--- config.mk ---
export PLATFORM = sky130hd
export DESIGN_NAME = led_fade_sequencer
export DESIGN_NICKNAME = d
export VERILOG_FILES = /design/src/rtl/led_fade_sequencer_pkg.sv /design/src/rtl/led_fade_sequencer_step_tick.sv /design/src/rtl/led_fade_sequencer.sv
export SDC_FILE = /design/constraint.sdc
export NUM_CORES = 1
export LEC_CHECK = 0
export ABC_AREA = 1
export ABC_CLOCK_PERIOD_IN_PS = 4250
export BUFFER_PORTS_ARGS = -buffer_cell sky130_fd_sc_hd__clkbuf_2
export CELL_PAD_IN_SITES_DETAIL_PLACEMENT = 1
export CELL_PAD_IN_SITES_GLOBAL_PLACEMENT = 1
export CORE_AREA = 8 8 102 104
export CTS_CLUSTER_DIAMETER = 80
export DETAILED_ROUTE_END_ITERATION = 8
export DIE_AREA = 0 0 110 112
export HOLD_SLACK_MARGIN = 0.15
export PLACE_DENSITY_LB_ADDON = 0.1
export SYNTH_ARGS = -nofsm -noshare
export SYNTH_HDL_FRONTEND = slang
export SYNTH_SLANG_ARGS = --single-unit
--- constraint.sdc ---
create_clock -name clk -period 4.25 [get_ports clk]
set_clock_uncertainty 0.05 [all_clocks]
set_input_delay 0.425 -clock clk [delete_from_list [all_inputs] [get_ports clk]]
set_output_delay 0.425 -clock clk [all_outputs]
set_load 0.05 [all_outputs]
--- src/rtl/led_fade_sequencer_pkg.sv ---
// Shared definitions for the LED fade sequencer and the PWM stage:
// the sequencer state encoding and the default widths and timing.
package led_pkg;

  typedef enum logic [2:0] {
    IDLE    = 3'd0,
    RISE    = 3'd1,
    HOLD_HI = 3'd2,
    FALL    = 3'd3,
    HOLD_LO = 3'd4
  } led_state_t;

  // Default step of about 10 ms at 25 MHz.
  localparam int LED_STEP_CYCLES = 250000;
  localparam int LED_DUTY_W      = 8;
  localparam int LED_HOLD_W      = 8;
  localparam int LED_CNT_W       = 8;

endpackage

--- src/rtl/led_fade_sequencer_step_tick.sv ---
// Step prescaler: counts 0..STEP_CYCLES-1 while enabled and emits a
// one-cycle tick on the last count. It is held at zero while disabled or cleared.
module led_step_tick #(
  parameter int STEP_CYCLES = 250000
) (
  input  logic clk,
  input  logic rst_n,
  input  logic en,
  input  logic clr,
  output logic tick
);

  localparam int PW = (STEP_CYCLES > 2) ? $clog2(STEP_CYCLES) : 1;
  localparam logic [PW-1:0] LAST = PW'(STEP_CYCLES - 1);

  logic [PW-1:0] cnt;

  always_ff @(posedge clk) begin
    if (!rst_n || clr || !en) begin
      cnt <= '0;
    end else if (cnt == LAST) begin
      cnt <= '0;
    end else begin
      cnt <= cnt + PW'(1);
    end
  end

  assign tick = en && (cnt == LAST);

endmodule

--- src/rtl/led_fade_sequencer.sv ---
// Breathe-cycle sequencer: steps a registered duty word through rise, hold
// high, fall and hold low, once per step tick, for N cycles or until aborted.
module led_fade_sequencer
  import led_pkg::*;
#(
  parameter int STEP_CYCLES = LED_STEP_CYCLES,
  parameter int DUTY_W      = LED_DUTY_W,
  parameter int HOLD_W      = LED_HOLD_W,
  parameter int CNT_W       = LED_CNT_W
) (
  input  logic              clk,
  input  logic              rst_n,
  input  logic              cmd_valid,
  output logic              cmd_ready,
  input  logic [DUTY_W-1:0] cmd_peak,
  input  logic [HOLD_W-1:0] cmd_hold,
  input  logic [CNT_W-1:0]  cmd_cycles,
  input  logic              abort,
  output logic [DUTY_W-1:0] duty,
  output logic              active,
  output logic              done,
  output logic              aborted,
  output logic [2:0]        state_dbg
);

  led_state_t        state, state_n;
  logic [DUTY_W-1:0] duty_n, peak_q, peak_n;
  logic [HOLD_W-1:0] hold_q, hold_n, hold_cnt, hold_cnt_n;
  logic [CNT_W-1:0]  cycles_q, cycles_n, cycle_cnt, cycle_cnt_n;
  logic              done_n, aborted_n;
  logic              accept, tick;

  // Handshake: a command transfers on a rising edge where cmd_valid and
  // cmd_ready are both high; cmd_ready is high only in IDLE with abort low,
  // so abort always wins over a new command.
  assign cmd_ready = (state == IDLE) && !abort;
  assign accept    = cmd_valid && cmd_ready;
  assign active    = (state != IDLE);
  assign state_dbg = state;

  led_step_tick #(
    .STEP_CYCLES(STEP_CYCLES)
  ) u_tick (
    .clk  (clk),
    .rst_n(rst_n),
    .en   (state != IDLE),
    .clr  (accept),
    .tick (tick)
  );

  always_ff @(posedge clk) begin
    if (!rst_n) begin
      state     <= IDLE;
      duty      <= '0;
      peak_q    <= '0;
      hold_q    <= '0;
      cycles_q  <= '0;
      hold_cnt  <= '0;
      cycle_cnt <= '0;
      done      <= 1'b0;
      aborted   <= 1'b0;
    end else begin
      state     <= state_n;
      duty      <= duty_n;
      peak_q    <= peak_n;
      hold_q    <= hold_n;
      cycles_q  <= cycles_n;
      hold_cnt  <= hold_cnt_n;
      cycle_cnt <= cycle_cnt_n;
      done      <= done_n;
      aborted   <= aborted_n;
    end
  end

  always_comb begin
    state_n     = state;
    duty_n      = duty;
    peak_n      = peak_q;
    hold_n      = hold_q;
    cycles_n    = cycles_q;
    hold_cnt_n  = hold_cnt;
    cycle_cnt_n = cycle_cnt;
    done_n      = 1'b0;
    aborted_n   = 1'b0;

    if (abort && (state != IDLE)) begin
      // Abort beats everything, including the final HOLD_LO tick.
      state_n     = IDLE;
      duty_n      = '0;
      hold_cnt_n  = '0;
      cycle_cnt_n = '0;
      aborted_n   = 1'b1;
    end else if (accept) begin
      peak_n      = cmd_peak;
      hold_n      = cmd_hold;
      cycles_n    = cmd_cycles;
      duty_n      = '0;
      hold_cnt_n  = '0;
      cycle_cnt_n = '0;
      state_n     = RISE;
    end else if (tick) begin
      case (state)
        RISE: begin
          if (duty == peak_q) begin
            state_n    = HOLD_HI;
            hold_cnt_n = '0;
          end else begin
            duty_n = duty + DUTY_W'(1);
          end
        end
        HOLD_HI: begin
          if (hold_cnt == hold_q) begin
            state_n = FALL;
          end else begin
            hold_cnt_n = hold_cnt + HOLD_W'(1);
          end
        end
        FALL: begin
          if (duty == '0) begin
            state_n    = HOLD_LO;
            hold_cnt_n = '0;
          end else begin
            duty_n = duty - DUTY_W'(1);
          end
        end
        HOLD_LO: begin
          if (hold_cnt == hold_q) begin
            cycle_cnt_n = cycle_cnt + CNT_W'(1);
            // cycles==0 means run forever; cycle_cnt then just wraps.
            if ((cycles_q != '0) && (cycle_cnt_n == cycles_q)) begin
              state_n = IDLE;
              done_n  = 1'b1;
            end else begin
              state_n    = RISE;
              hold_cnt_n = '0;
            end
          end else begin
            hold_cnt_n = hold_cnt + HOLD_W'(1);
          end
        end
        default: state_n = IDLE;
      endcase
    end
  end

endmodule
# Yosys cells after proc, flatten, opt, wreduce, memory -nomap -nowiden
# Index checks and enable logic that the tools add are counted.
# totals
reg_bits	71
input_bits	28
out_inout_bits	15
wordCells	87
# classes
add_sub_neg	5
eq_ne	20
muxes	19
bitwise	5
reduce_logical	27
# op_table
cell	n
two-way mux 8 bit	7
one-hot mux 8 bit (4 select lines)	1
adder 8 x 1 -> 8 bit, second input constant	3
== test 8 bit	3
adder 18 x 1 -> 18 bit, second input constant	1
== test 18 bit, second input constant	1
one-hot mux 8 bit (2 select lines)	1
!= test 2 bit, second input constant	7
two-way mux 3 bit	4
!= test 3 x 2 -> 1 bit, second input constant	4
one-hot mux 3 bit (4 select lines)	1
AND reduction 5 bit	2
zero test 8 bit	1
nonzero test 8 bit	1
subtractor 8 x 1 -> 8 bit, second input constant	1
== test 3 x 2 -> 1 bit, second input constant	2
AND reduction 6 bit	1
OR reduction 6 bit	1
logical AND 1 bit	5
two-way mux 1 bit	5
NOT 1 bit	5
AND reduction 4 bit	1
nonzero test 2 bit	2
nonzero test 4 bit	1
11 further kinds	15

# Depth between registers and ports, before layout
# Gate-level depths: netlist of the first run.
# depth
word_depth	8
depth_mapped	16
ltp_nobuf	15

# Modules after synthesis
# From an unflattened synthesis of the first run, not the netlist that was laid out.
# unflattened
hier_cells	599
hier_area_um2	4012.6
# modules_own_cells
mod	n_inst	cells_each	area_per_inst_um2
led_fade_sequencer	1	464	3079.2
led_step_tick	1	135	933.4

# Worst setup path after synthesis of the first run
# Ideal clock, no wire load.
# synth_timing
path_kind	reg2reg
start	register state[0] (netlist: state_dbg[0])
end	register done
arrival_ns	2.646
t_required_ns	4.075
setup_slack_ns	1.429
stages_incl_launch_ff	10
path_buffers	1
period_less_slack_ns	2.821
cell_sequence	dfxtp_1 > nor2_1 > nand2_1 > nor2_1 > nand2_2 > inv_2 > nor2_2 > inv_1 > buf_2 > nor3_1
# synth_between
elab_chain_cells	4
# synth_rtl
item	line_no	source
from (decl)	led_fade_sequencer.sv:26	led_state_t state, state_n;
from (signal assigned)	led_fade_sequencer.sv:63	state <= state_n;
nonzero test 3 bit (*)	--	
net active	led_fade_sequencer.sv:20	output logic active,
logical AND 1 bit	led_fade_sequencer_step_tick.sv:28	assign tick = en && (cnt == LAST);
NOT 1 bit (no line)	--	
OR reduction 6 bit (no line) (*)	--	
to (signal assigned)	led_fade_sequencer.sv:70	done <= done_n;
to (decl)	led_fade_sequencer.sv:21	output logic done,
# The timed path passes the listed nets; every way through them passes the cells marked *.
# A chain may end at the register's enable or synchronous reset.

# Worst setup path after layout of the first run
# layout_timing
start	register state[2] (netlist: state_dbg[2])
end	register duty[7]
# layout_between
elab_chain_cells	4
# layout_rtl
item	line_no	source
parallel branches: the longest is 4 deep, another holds AND reduction 4 bit	--	
to (signal assigned)	led_fade_sequencer.sv:64	duty <= duty_n;
to (decl)	led_fade_sequencer.sv:19	output logic [DUTY_W-1:0] duty,
# Several ways; the timed one is not identified.

==> results of run 1 <==
cell type report:
class	count	area, µm²
sequential	71	1420
multi-input combinational	415	2080
fill	1192	4520
inverter	73	274
clock buffer	10	138
tap	111	139
clock inverter	6	92.6
timing repair buffer	43	218
where the power goes:
part | total, W | internal (W) | switching, W
clock network | 0.000633 | 0.000350 | 0.000283
registers | 0.000691 | 0.000681 | 0.0000101
logic | 0.000116 | 0.0000389 | 0.0000775
total | 0.00144 | 0.00107 | 0.000371
cell usage in the layout, fill, tap and decap left out, types with 2 or more instances in the layout:
master,instances
inv_1,68
inv_2,4
nand3_1,39
nor2_1,64
nor3_1,10
xor2_1,11
bufinv_16,2
xnor2_1,8
a21oi_1,56
a211oi_1,5
nor2_4,3
ha_1,9
nand4_1,14
nor4_1,3
clkinvlp_4,2
o21ai_0,28
clkbuf_8,10
clkbuf_2,42
nand2_1,141
o21a_1,2
dfxtp_1,71
nor2_2,5
nand2_2,6
stage by stage:
stage	setup slack [ps]	power [W]	instances	instance area, µm²
CTS	1580	0.00145	729	4370
detailed placement	1590	0.000825	713	4140
floorplan	1430	0.000786	570	3840
global route	1280	0.00150	729	4370
global placement	1750	0.000820	713	4140
finish	1620	0.00144	729	4370
path summary, 6_finish.rpt:
| path | start | endpoint |
|---|---|---|
| min reg2reg | u_tick.cnt[0] | u_tick.cnt[0] |
| max | state_dbg[2] | duty[7] |
| max reg2reg | state_dbg[2] | duty[7] |
| min | cmd_peak[2] | peak_q[2] |
worst register-to-register path: stages (launching register included):
cell and delay, ps:
dfxtp_1 440, inv_1 60, nand2_1 150, nor2_1 80, nand2_2 50, buf_4 370, inv_2 170, nor2_2 460
inv_1 390, a21oi_1 230, o21a_1 140
flip-flops by register name, indices dropped and copies added, names as in the netlist:
register and flops:
done 1, peak_q 8, cycles_q 8, hold_q 8, u_tick.cnt 18, aborted 1, duty 8, cycle_cnt 8
state_dbg 3, hold_cnt 8
cell families after synthesis:
kind of cell | share of synthesized area [%]
adder cells (fa/ha/maj) | 3.46
AO/OA/AOI/OAI | 12.7
buffers and inverters | 8.64
flip-flops | 37.0
XOR/XNOR | 4.34
AND/OR/NAND/NOR | 33.9
layer usage:
layer | wire (µm) | vias to the layer above | part of all wire [%]
li1 | - | 1927 | -
met1 | 5060 | 1751 | 48
met2 | 5080 | 39 | 48
met3 | 243 | 14 | 2.3
met4 | 179 | 0 | 1.7
met5 | 0 | - | 0
==> results.json, run 1 <==
{
  "vdd_ir_drop_max_uv": 208,
  "netlist_area_um2": 3840,
  "setup.worst_path.end_class": "flip-flop",
  "syn_inst": 570,
  "worstPathRequired_ps": 4490,
  "groute.layer.met3.usage_pct": 2.89,
  "drc": 0,
  "max_cap_viol_count": 0,
  "timing.final.crit_share_pct": 61.9,
  "port_buffer_count": 42,
  "die_area_um2": 12300,
  "yosys_most_used_dff": "dfxtp_1",
  "dp_hpwl_um": 7970,
  "globalRouteMet2Util_pct": 29.7,
  "cp.buffers_inverters": 4,
  "netlist_top_cells_area": "dfxtp_1 37%, nand2_1 14%, a21oi_1 7.3%",
  "clock_latency_ps": 350,
  "crit_path_frequent_cell": "inv_1",
  "drt_pass1_iterations": 5,
  "tritoncts.num_buffers": 9,
  "worst_path_dominant_cell_family": "buffers and inverters",
  "dr_total_vias": 3731,
  "area_growth_pct": 13.8,
  "cellLeakagePower_nw": 1.78,
  "power-per-cell-area_nw_per_um2": 330,
  "floorplan.rows": 35,
  "report.final.hold_viol_count": 0,
  "synth_common_cells": "141 x nand2_1, 71 x dfxtp_1, 68 x inv_1",
  "final.min_clock_period_ps": 2630,
  "yosysWarningCount": 0,
  "met1_track_demand_over_resource_in_global_routing_pct": 23.2,
  "yosys_reg_bits": 71,
  "setup-violations-final": 0,
  "floorplan.core_area_um2": 8890,
  "detail_route.vias_per_cell": 5.12,
  "worst_hold_path_type": "in -> reg",
  "first_global_vias": 3889,
  "cts_resized": 0,
  "finish.net_count": 651,
  "final_antenna_net_count": 0,
  "ys_async_sr_fraction_pct": 0,
  "hold_depth": 3,
  "route.detailed.wl_per_inst_um": 14.5,
  "ctsHtreeMaxLevel": 3,
  "post_route_cells_drive_above_1_share_pct": 13.3,
  "grt_max_degree": 43,
  "antenna_found_initial": 0,
  "worst_setup_path_start_kind": "flip-flop",
  "cp_cell_sequence": "inv_1, nand2_1, nor2_1, nand2_2, buf_4, inv_2, nor2_2, inv_1, a21oi_1, o21a_1",
  "critical-path-max-stage-delay_ps": 460,
  "num_antenna_cells": 0,
  "worst_slew_pin_slew_ps": 540,
  "path_clk_slew_ps": 80,
  "design.portCount": 43,
  "yosysTopAreaCellShare_pct": 37.0,
  "route.final.wire_length_um": 10600,
  "cts_hold_repair.buffers": 0,
  "reg2reg_depth": 10,
  "netlist.top_cell.by_area": "dfxtp_1",
  "ctsLongestPathBuffers": 2,
  "cts_post_setup_buffers_inserted": 0,
  "avgSynthCellArea_um2": 6.73,
  "horiz_die_dim_um": 110,
  "synth.net_count": 608,
  "cp.arrival_ps": 2870,
  "place_congestion": 0.821,
  "timing.fmax_ghz": 0.380,
  "cts_tree": "done",
  "tritoncts_sinks": 71,
  "ys_types": 35,
  "grt-busiest-layer": "met2",
  "critical_path_cell_count": 10,
  "die_h_um": 112,
  "drtIter0Drc": 171,
  "maxSlewViolCount": 0,
  "finalCoreUtilization_pct": 49.1,
  "grt_remaining_overflow": 0,
  "critical_path_class": "reg -> reg",
  "yosys.cell_count.top_type": "nand2_1",
  "post_route_setup_tns_ps": 0,
  "crit_path_top_delay_cell": "nor2_2",
  "root_buffer_master": "clkbuf_8",
  "timing.slew.headroom_pct": 64.0,
  "worst-r2r-setup-slack_ps": 1620,
  "ys_seq_area_share_pct": 37.0,
  "path_max_fanout": 42,
  "result_of_the_run": "completed",
  "grt_setup_unrepaired": "no",
  "globalRouteTotalUtil_pct": 18.2,
  "grt_first_pass_wirelength_um": 18200,
  "fin_worst_hold_slack_ps": 256,
  "synth-edff-count": 0,
  "initial_core_util_pct": 43.2
}
Note: power is estimated with default switching activity, not from simulation.
==> run 2, diff against run 1 <==
Settings changed: ABC_CLOCK_PERIOD_IN_PS 4250 to 2440, CORE_AREA 8 8 102 104 to 8 8 105 107, DIE_AREA 0 0 110 112 to 0 0 113 115.
Clock period 4.25 ns to 2.44 ns, I/O delays scaled along.
==> results.json, run 2 (synthesis gave the netlist of run 1 again) <==
{
  "cp.buffers_inverters": 2,
  "most_common_cell_after_layout_fill_and_taps_aside": "nand2_1",
  "die_area_um2": 13000,
  "area_of_the_multi_input_gates_um2": 2090,
  "floorplan.core_area_um2": 9460,
  "tritoncts_sinks": 71,
  "drc": 0,
  "grt_remaining_overflow": 0,
  "reg2reg_depth": 14,
  "path_clk_slew_ps": 70,
  "worst_path_dominant_cell_family": "simple AND/OR/NAND/NOR gates",
  "power-per-cell-area_nw_per_um2": 508,
  "initial_core_util_pct": 40.6,
  "report.power.total_w": 0.00235,
  "maxSlewViolCount": 0,
  "area_growth_pct": 20.4,
  "layout.filler_cells": 1223,
  "cp.arrival_ps": 2410,
  "design.portCount": 43,
  "port_buffer_count": 42,
  "first_global_vias": 4040,
  "critical_path.reg2reg.endpoint": "duty[7]",
  "ctsLongestPathBuffers": 2,
  "crit_path_frequent_cell": "nand2_1",
  "grt_max_degree": 42,
  "clock_latency_ps": 360,
  "largest_reg_flops": 18,
  "cp_cell_sequence": "inv_1, nor2_2, nand2_1, inv_4, ha_1, a21oi_1, nand2_1, nand2_1, o211ai_1, nand2_1, nand3_1, nor2_1, a21oi_1, o21a_1",
  "dp_hpwl_um": 8050,
  "path_max_fanout": 9,
  "fin_worst_hold_slack_ps": 174,
  "setup.worst_path.end_class": "flip-flop",
  "finalCoreUtilization_pct": 48.8,
  "worst_setup_path_start_kind": "flip-flop",
  "drtIter0Drc": 107,
  "layout.cells.most_common_list": "140 x nand2_1, 71 x dfxtp_1, 68 x inv_1",
  "result_of_the_run": "completed",
  "horiz_die_dim_um": 113,
  "setup-violations-final": 0,
  "max_cap_viol_count": 0,
  "drt_pass1_iterations": 4,
  "cellLeakagePower_nw": 1.90,
  "post_route_cells_drive_above_1_share_pct": 13.8,
  "critical_path_cell_count": 14,
  "finish.net_count": 681,
  "r2r-start": "state_dbg[1]",
  "detail_route.vias_per_cell": 5.04,
  "critical_path_class": "reg -> reg",
  "cp-endpoint": "duty[7]",
  "worst-r2r-setup-slack_ps": 240,
  "die_h_um": 115,
  "final.min_clock_period_ps": 2200,
  "report.final.hold_viol_count": 0,
  "top_register": "u_tick.cnt",
  "seqCellArea_um2": 1420,
  "grt_setup_unrepaired": "no",
  "ctsHtreeMaxLevel": 3,
  "grt_first_pass_wirelength_um": 18600,
  "timing.slew.headroom_pct": 61.2,
  "crit_path_top_delay_cell": "dfxtp_1",
  "timing.final.crit_share_pct": 90.3,
  "dr_total_vias": 3836,
  "worst_slew_pin_slew_ps": 581,
  "vdd_ir_drop_max_uv": 212,
  "critical-path-max-stage-delay_ps": 380,
  "worstPathRequired_ps": 2640,
  "route.final.wire_length_um": 11000,
  "globalRouteTotalUtil_pct": 17.8,
  "route.detailed.wl_per_inst_um": 14.5,
  "tritoncts.num_buffers": 9,
  "crit_path_start": "state_dbg[1]",
  "root_buffer_master": "clkbuf_8",
  "antenna_found_initial": 0,
  "timing.fmax_ghz": 0.454,
  "num_antenna_cells": 0,
  "cts_tree": "done",
  "worst_hold_path_type": "in -> reg",
  "final_antenna_net_count": 0,
  "floorplan.rows": 36,
  "place_congestion": 0.799,
  "post_route_setup_tns_ps": 0
}
run 2: how the worst min path moves through the flow:
stage | startpoint | endpoint | slack [ps] | depth (start not counted)
2_1_floorplan | cmd_peak[0] | peak_q[0] | 340 | 2
3_3_place_gp | u_tick.cnt[0] | u_tick.cnt[0] | 380 | 1
3_5_place_dp | u_tick.cnt[0] | u_tick.cnt[0] | 390 | 1
4_1_cts | cmd_hold[0] | hold_q[0] | 160 | 3
5_1_grt | cmd_hold[0] | hold_q[0] | 180 | 3
6_report | cmd_hold[0] | hold_q[0] | 170 | 3
run 2: where the power goes:
group	internal (W)	switching, W	leakage [nW]
sequential	0.00119	0.0000184	0.576
combinational	0.0000972	0.000147	1.23
clock	0.000444	0.000454	0.0942
total	0.00173	0.000619	1.90
run 2: worst reg2reg max path: cells and delay by family, from the launching register on:
family	cells	cell delay (ps)
adders and majority gates	1	280
buffers and inverters	2	230
AOI/OAI and AO/OA	4	460
and+or+nand+nor	7	740
DFF	1	380
run 2: repair_timing:
| action | in CTS | in global routing |
|---|---|---|
| hold buffers | 24 | 0 |
| endpoints found under the setup margin | 0 | 4 |
| hold endpoints to repair | 24 | 0 |
| setup buffers | 0 | 0 |
| resized for setup | 0 | 3 |
run 2: stage by stage:
stage	setup slack (ps)	cell area (µm²)	std cells
after floorplan	14.3	3840	570
after global placement	284	4190	722
after detailed placement	169	4190	722
after CTS	155	4620	761
after global routing	28.9	4620	761
final	236	4620	761
run 2: final cells by class:
cell class / instances / share of cell area [%]
inverter: 73 / 5.98
tap: 114 / 3.09
sequential: 71 / 30.8
timing repair buffer: 73 / 10.9
clock buffer: 12 / 3.57
multi-input combinational: 415 / 45.3
clock inverter: 3 / 0.379
run 2: routing by layer:
| layer | part of all wire (%) | GRT usage, % |
|---|---|---|
| met1 | 46 | 20.6 |
| met2 | 49 | 31.2 |
| met3 | 2.8 | 3.83 |
| met4 | 1.8 | 7.19 |
| met5 | 0 | 0 |
